===== src/rtl/uart_ctrl_if.sv =====
// uart_ctrl_if -- MMU <-> UART data-register bus.
//   master (MMU side) drives : uartOp_i, uart_storeData_i, stall_i
//   slave  (UART side) drives: uart_load_data_o, dataReady, writeReady
// The signal names match the MMU's port names so both ends connect by name.
interface uart_ctrl_if;
  logic [3:0]  uartOp_i;
  logic [31:0] uart_storeData_i;
  logic        stall_i;
  logic [31:0] uart_load_data_o;
  logic        dataReady;
  logic        writeReady;

  modport master (
    output uartOp_i, uart_storeData_i, stall_i,
    input  uart_load_data_o, dataReady, writeReady
  );

  modport slave (
    input  uartOp_i, uart_storeData_i, stall_i,
    output uart_load_data_o, dataReady, writeReady
  );
endinterface


===== src/rtl/uart_ctrl.sv =====
// uart_ctrl -- memory-mapped 8N1 UART responder for the MMU's UART port.
// Ports:
//   clk  : core clock (only clock of the block)
//   rst  : asynchronous active-low reset
//   bus  : uart_ctrl_if.slave -- op code, store data, stall in;
//          load data, dataReady, writeReady out
//   rxd  : serial input, asynchronous to clk
//   txd  : serial output, idle high
// Parameters: CLK_FREQ / BAUD give DIV clocks per bit (DIV >= 4).
module uart_ctrl #(
  parameter int CLK_FREQ = 50000000,
  parameter int BAUD     = 115200
) (
  input  logic        clk,
  input  logic        rst,
  uart_ctrl_if.slave  bus,
  input  logic        rxd,
  output logic        txd
);

  localparam int DIV = CLK_FREQ / BAUD;
  localparam int CW  = (DIV > 1) ? $clog2(DIV) : 1;
  localparam logic [CW-1:0] BIT_END  = CW'(DIV - 1);
  localparam logic [CW-1:0] HALF_END = CW'(DIV / 2 - 1);

  localparam logic [3:0] MEM_NOP = 4'd0;
  localparam logic [3:0] MEM_LB  = 4'd1;
  localparam logic [3:0] MEM_LBU = 4'd2;
  localparam logic [3:0] MEM_LH  = 4'd3;
  localparam logic [3:0] MEM_LHU = 4'd4;
  localparam logic [3:0] MEM_LW  = 4'd5;
  localparam logic [3:0] MEM_SB  = 4'd6;
  localparam logic [3:0] MEM_SH  = 4'd7;
  localparam logic [3:0] MEM_SW  = 4'd8;

  typedef enum logic [1:0] {TX_IDLE, TX_START, TX_DATA, TX_STOP} tx_state_t;
  typedef enum logic [1:0] {RX_IDLE, RX_START, RX_DATA, RX_STOP} rx_state_t;

  // Access decode: a stalled cycle never commits.
  logic w_load;
  logic w_store;
  assign w_load  = !bus.stall_i && (bus.uartOp_i inside {MEM_LB, MEM_LBU, MEM_LH, MEM_LHU, MEM_LW});
  assign w_store = !bus.stall_i && (bus.uartOp_i inside {MEM_SB, MEM_SH, MEM_SW});

  // Only the low byte of a store reaches the line.
  logic w_unused_store;
  assign w_unused_store = ^bus.uart_storeData_i[31:8];

  // ---------------- transmitter ----------------
  tx_state_t     r_tx_state;
  logic [CW-1:0] r_tx_cnt;
  logic [2:0]    r_tx_idx;
  logic [7:0]    r_tx_shift;
  logic          r_txd;

  always_ff @(posedge clk or negedge rst) begin
    if (!rst) begin
      r_tx_state <= TX_IDLE;
      r_tx_cnt   <= '0;
      r_tx_idx   <= '0;
      r_tx_shift <= '0;
      r_txd      <= 1'b1;
    end else begin
      case (r_tx_state)
        TX_IDLE: begin
          if (w_store) begin
            r_tx_shift <= bus.uart_storeData_i[7:0];
            r_tx_cnt   <= '0;
            r_txd      <= 1'b0;
            r_tx_state <= TX_START;
          end
        end
        TX_START: begin
          if (r_tx_cnt == BIT_END) begin
            r_tx_cnt   <= '0;
            r_tx_idx   <= '0;
            r_txd      <= r_tx_shift[0];
            r_tx_state <= TX_DATA;
          end else begin
            r_tx_cnt <= r_tx_cnt + CW'(1);
          end
        end
        TX_DATA: begin
          if (r_tx_cnt == BIT_END) begin
            r_tx_cnt <= '0;
            if (r_tx_idx == 3'd7) begin
              r_txd      <= 1'b1;
              r_tx_state <= TX_STOP;
            end else begin
              // txd is registered, so load the next bit while shifting.
              r_tx_idx   <= r_tx_idx + 3'd1;
              r_tx_shift <= r_tx_shift >> 1;
              r_txd      <= r_tx_shift[1];
            end
          end else begin
            r_tx_cnt <= r_tx_cnt + CW'(1);
          end
        end
        TX_STOP: begin
          if (r_tx_cnt == BIT_END) begin
            r_tx_cnt   <= '0;
            r_tx_state <= TX_IDLE;
          end else begin
            r_tx_cnt <= r_tx_cnt + CW'(1);
          end
        end
        default: r_tx_state <= TX_IDLE;
      endcase
    end
  end

  assign txd            = r_txd;
  assign bus.writeReady = (r_tx_state == TX_IDLE);

  // ---------------- receiver ----------------
  // Two-flop synchronizer plus one delayed copy for falling-edge detection.
  logic r_rx_s1;
  logic r_rx_s2;
  logic r_rx_prev;

  always_ff @(posedge clk or negedge rst) begin
    if (!rst) begin
      r_rx_s1   <= 1'b1;
      r_rx_s2   <= 1'b1;
      r_rx_prev <= 1'b1;
    end else begin
      r_rx_s1   <= rxd;
      r_rx_s2   <= r_rx_s1;
      r_rx_prev <= r_rx_s2;
    end
  end

  rx_state_t     r_rx_state;
  logic [CW-1:0] r_rx_cnt;
  logic [2:0]    r_rx_idx;
  logic [7:0]    r_rx_shift;
  logic [7:0]    r_rx_byte;
  logic          r_data_ready;

  always_ff @(posedge clk or negedge rst) begin
    if (!rst) begin
      r_rx_state   <= RX_IDLE;
      r_rx_cnt     <= '0;
      r_rx_idx     <= '0;
      r_rx_shift   <= '0;
      r_rx_byte    <= '0;
      r_data_ready <= 1'b0;
    end else begin
      // A load clears the flag; a byte completing in the same cycle sets it
      // again below, so the set wins.
      if (w_load) r_data_ready <= 1'b0;
      case (r_rx_state)
        RX_IDLE: begin
          if (r_rx_prev && !r_rx_s2) begin
            r_rx_cnt   <= '0;
            r_rx_state <= RX_START;
          end
        end
        RX_START: begin
          if (r_rx_cnt == HALF_END) begin
            r_rx_cnt   <= '0;
            r_rx_idx   <= '0;
            r_rx_state <= r_rx_s2 ? RX_IDLE : RX_DATA;
          end else begin
            r_rx_cnt <= r_rx_cnt + CW'(1);
          end
        end
        RX_DATA: begin
          if (r_rx_cnt == BIT_END) begin
            r_rx_cnt   <= '0;
            r_rx_shift <= {r_rx_s2, r_rx_shift[7:1]};
            if (r_rx_idx == 3'd7) r_rx_state <= RX_STOP;
            else                  r_rx_idx   <= r_rx_idx + 3'd1;
          end else begin
            r_rx_cnt <= r_rx_cnt + CW'(1);
          end
        end
        RX_STOP: begin
          if (r_rx_cnt == BIT_END) begin
            r_rx_cnt   <= '0;
            r_rx_state <= RX_IDLE;
            // A low stop bit is a framing error: the byte is discarded.
            if (r_rx_s2) begin
              r_rx_byte    <= r_rx_shift;
              r_data_ready <= 1'b1;
            end
          end else begin
            r_rx_cnt <= r_rx_cnt + CW'(1);
          end
        end
        default: r_rx_state <= RX_IDLE;
      endcase
    end
  end

  assign bus.uart_load_data_o = {24'b0, r_rx_byte};
  assign bus.dataReady        = r_data_ready;

endmodule


===== src/flat_wrapper.sv =====
// flat-port wrapper written by rule: the top's interface ports become plain ports
module uart_ctrl_flat 
#(
  parameter int CLK_FREQ = 50000000,
  parameter int BAUD     = 115200
)
  (clk, rst, rxd, txd, bus_uartOp_i, bus_uart_storeData_i, bus_stall_i, bus_uart_load_data_o, bus_dataReady, bus_writeReady);
  uart_ctrl_if bus_i ();
  input  logic clk;
  input  logic rst;
  input  logic rxd;
  output logic txd;
  input wire logic [$bits(bus_i.uartOp_i)-1:0] bus_uartOp_i;
  input wire logic [$bits(bus_i.uart_storeData_i)-1:0] bus_uart_storeData_i;
  input wire logic [$bits(bus_i.stall_i)-1:0] bus_stall_i;
  output wire logic [$bits(bus_i.uart_load_data_o)-1:0] bus_uart_load_data_o;
  output wire logic [$bits(bus_i.dataReady)-1:0] bus_dataReady;
  output wire logic [$bits(bus_i.writeReady)-1:0] bus_writeReady;
  assign bus_i.uartOp_i = bus_uartOp_i;
  assign bus_i.uart_storeData_i = bus_uart_storeData_i;
  assign bus_i.stall_i = bus_stall_i;
  assign bus_uart_load_data_o = bus_i.uart_load_data_o;
  assign bus_dataReady = bus_i.dataReady;
  assign bus_writeReady = bus_i.writeReady;
  uart_ctrl #(.CLK_FREQ(CLK_FREQ), .BAUD(BAUD)) u_core (.clk(clk), .rst(rst), .bus(bus_i), .rxd(rxd), .txd(txd));
endmodule

===== config.mk =====
export PLATFORM = sky130hd
export DESIGN_NAME = uart_ctrl_flat
export DESIGN_NICKNAME = d
export VERILOG_FILES = /design/src/rtl/uart_ctrl_if.sv /design/src/rtl/uart_ctrl.sv /design/src/flat_wrapper.sv
export SDC_FILE = /design/constraint.sdc
export NUM_CORES = 1
export LEC_CHECK = 0
export ABC_AREA = 0
export CORE_ASPECT_RATIO = 1.1
export CORE_MARGIN = 2
export CORE_UTILIZATION = 54
export DETAILED_ROUTE_END_ITERATION = 6
export PLACE_DENSITY_LB_ADDON = 0.2
export SLEW_MARGIN = 20
export SYNTH_ARGS = -nofsm -noshare
export SYNTH_HDL_FRONTEND = slang
export SYNTH_SLANG_ARGS = --single-unit

===== constraint.sdc =====
create_clock -name clk -period 4.05 [get_ports clk]
set_input_delay 1.0125 -clock clk [delete_from_list [all_inputs] [get_ports clk]]
set_output_delay 1.0125 -clock clk [all_outputs]
set_load 0.05 [all_outputs]

==> run summary <==
The run finished with clean final reports. The number of antenna violations at the first check in global routing came out at 0. The cell class contributing the biggest share of worst-path delay is buffers and inverters. During I/O placement, the number of pins put on the boundary was 75. Across the VDD grid, the largest voltage drop is 0.3246 mV. Power spread over the standard cell area amounts to 567.0 nW/um^2. In this run the critical register-to-register path is launched from u_core.r_tx_state[0].

The number of failing hold endpoints at the final stage is 0. The maximum cell stage delay along the critical path came out at 0.82 ns. The core area is 5769 sq um.

The maximum clock frequency is 0.3429 GHz. The number of filler instances in the final layout came out at 474. The clock net in this run drives a total of 57 sinks. The number of resized instances in the post-cts repair step came out at 0.

Walking the worst path, the cells encountered are inv_1, ha_1, clkdlybuf4s50_1. The synthesized design contains 57 register bits. Once detail routing completed, the nets flagged for antenna violations numbered 0. Using the TritonRoute via totals, the vias-per-cell ratio works out to 5.567. The area taken by flip-flops and latches came out at 1431 sq um. Of all cell types, the one taking the most synthesized area is dfrtp_1. The required time of the critical path came out at 3.04 ns. In this run, CTS created clock tree buffers numbering 9. The length in cells of the worst reg-to-reg path is 6. The setup total negative slack came out at 0 ns.

The routed length per instance came out at 13.85 um. The mean instance size in the synthesized netlist is 10.58 sq um. For the worst setup path, the data arrival time is 1.90 ns. The placed wire-length estimate came out at 4122 um.

The final core utilization is 0.6357. The number of antenna cells inserted is 0. The initial DRC count is 99. The via count of the first global-routing pass came out at 2,153. In this run the vertical extent of the chip is 85.06 um.

The number of buffers on the longest clock path came out at 2. For this run the aggregate overflow at the end of global routing stands at 0. The cell sitting at the root of the clock tree is a clkbuf_8. The max-slew violation count came out at 0. The die area is 6608 sq um.

The final cell count without fillers came out at 416. Yosys attributes the largest share of cell area to dfrtp_1 (41%), mux2_2 (11%), buf_4 (5.6%), ha_1 (5.4%), nand2_1 (3.5%). The synthesized netlist occupies a cell area of 3226 sq um. The first global-routing pass estimated 9846 um of wire. For the final database, setup skew stands at 0.007287 ns. For this run, the leading register cell type out of synthesis is dfrtp_1.

The H-tree generated during clock tree synthesis spans 3 levels. The critical path crosses 3 cells after its start point. The count of distinct cell types in the synthesized netlist is 58.

The final layout contains 388 nets. The category of the critical setup timing path is register to output port. The final period demand of the worst path is 2.916 ns. The routability congestion estimate came out at 0.7807. The share of the Yosys chip area taken by registers is 0.4438. The min-delay analysis places its worst path in the category register to register.

Setup repair after global routing left no endpoint under its margin. The post-detailed-routing wire length is 5763 um. The area growth from synthesis to layout is 13.69%.

The number of max-cap violations is 0. In this run the worst path has a maximum fanout of 4. The number of iterations in the first detailed-routing pass is 4.

The routed layout has 2,316 vias. The post-route fraction of the period consumed by the critical path is 0.7200. The number of standard cells after synthesis came out at 305.

The total chip power came out at 2.079 mW. The number of buffers added for setup after CTS came out at 0. STA classifies the critical path endpoint as an output port.

The die outline width is 77.69 um. The number of placement rows came out at 29. Clock-pin slew was measured on the worst setup and hold paths at 0.07 ns. The area used by multi-input combinational logic is 1584 sq um.

The kind of start point of the critical path is a register. The CTS tree is yes. For flop-to-flop paths, the worst setup slack is 1.73 ns.

For this configuration, the core starts out at a cell density of 0.5591. The fraction of registers with async set/reset is 1.000. The clock latency on the worst-skew pair came out at 0.33 ns. Counting flops with a built-in enable in the synthesized netlist gives 0.

The total global-route track usage came out at 0.1887. The remaining design rule violation count came out at 0. The buffer and inverter count on the worst path is 2. The capturing point of the worst reg2reg path is u_core.r_tx_shift[6]. The most instantiated library cell after synthesis is dfrtp_1. The number of placed instances with taps included came out at 400. The number of hold-repair buffers added at the cts stage is 0. The number of port buffers is 26. The most critical setup path has its startpoint at u_core.r_tx_state[1].

The slowest stage of the critical path belongs to the cell clkdlybuf4s50_1. In this run the static leakage power is 1.682 nW. The worst-case headroom to the max-slew limit came out at 0.4862. The fraction of post-synthesis cell area in the top cell type by area is 0.4112. For the pin with the worst max-slew slack, the measured transition is 0.7708 ns.

The pin count of the biggest net entering global routing is 35. Ranked by instance count, the synthesized netlist is headed by dfrtp_1 (53), mux2_2 (31), nand2_1 (30). Setup violations remaining at the end of the flow were counted as 0. The yosys synthesis warning count came out at 0. Following the worst setup path forward leads to its endpoint at bus_writeReady. The fraction of final layout cells with drive strength greater than 1 came out at 0.1888.
## per-layer routing
layer	up-vias	GRT usage	share of wire
li1	1115	-	-
met5	-	0	0
met4	0	0.1104	0.019
met3	9	0.03298	0.035
met2	52	0.2892	0.48
met1	1140	0.2521	0.47
## kinds of logic (layout without fill, tap and decap cells)
family | Yosys count | after routing | share of synthesized area
AND/OR/NAND/NOR | 85 | 85 | 0.1443
AO/OA/AOI/OAI | 61 | 61 | 0.1470
flip-flops | 57 | 57 | 0.4438
buffers and inverters | 53 | 64 | 0.09193
multiplexers | 34 | 34 | 0.1175
adder cells (fa/ha/maj) | 14 | 14 | 0.05431
other | 1 | 24 | 0.001163
## cell usage in the layout, fill, tap and decap left out, types with 2 or more instances in the layout
master            n
dfrtp_1          53
mux2_2           31
nand2_1          30
clkdlybuf4s50_1  25
conb_1           24
inv_1            20
ha_1             14
o22ai_1          12
o21ai_0           9
clkbuf_8          9
nand3_1           8
nor2_1            8
a21oi_1           7
a22o_1            7
nor3_1            6
or3_1             4
nor2b_1           4
a22oi_1           4
dfstp_2           4
mux2i_1           3
clkinv_2          3
and4b_1           2
nand2b_1          2
nor4_1            2
o31a_1            2
a211oi_2          2
and2_1            2
and3_1            2
or4_1             2
or2_2             2
a32o_1            2
nand4_1           2
bufinv_16         2
buf_4             2
## sequential cells by signal (all words and copies together), names as in the netlist, 2 cells and up, named ones only
| signal | count |
|---|---|
| u_core.r_rx_idx | 3 |
| u_core.r_rx_byte | 8 |
| u_core.r_rx_cnt | 9 |
| u_core.r_tx_cnt | 9 |
| u_core.r_tx_idx | 3 |
| u_core.r_tx_state | 2 |
| u_core.r_rx_shift | 8 |
| u_core.r_tx_shift | 8 |
## worst min path at each step
stage                         from              to  slack, ns  cells past startpoint
finish              u_core.r_rx_s1  u_core.r_rx_s2       0.36                      0
CTS                 u_core.r_rx_s1  u_core.r_rx_s2       0.36                      0
floorplan           u_core.r_rx_s1  u_core.r_rx_s2       0.35                      0
detailed placement  u_core.r_rx_s1  u_core.r_rx_s2       0.35                      0
global route        u_core.r_rx_s1  u_core.r_rx_s2       0.36                      0
global placement    u_core.r_rx_s1  u_core.r_rx_s2       0.35                      0
## power breakdown
group / switching (mW) / leakage, nW / total [mW] / internal (mW)
Clock: 0.226 / 0.106 / 0.569 / 0.343
Combinational: 0.421 / 0.833 / 0.729 / 0.307
Sequential: 0.103 / 0.744 / 0.782 / 0.679
## layout make-up
class	count	share of cell area
Clock buffer	10	0.03480
Tap cell	77	0.02627
Timing Repair Buffer	28	0.07369
Clock inverter	6	0.02252
Inverter	20	0.02047
Sequential cell	57	0.3903
Multi-Input combinational cell	218	0.4319
## per-stage QoR
step	hold slack [ns]	worst slack, ns	area [sq um]
floorplan	0.3452	1.565	3312
global placement	0.3468	0.9280	3457
detailed placement	0.3528	0.9082	3457
CTS	0.3617	1.135	3667
global route	0.3623	1.079	3667
finish	0.3597	1.134	3667
Note: power is estimated with default switching activity, not from simulation.
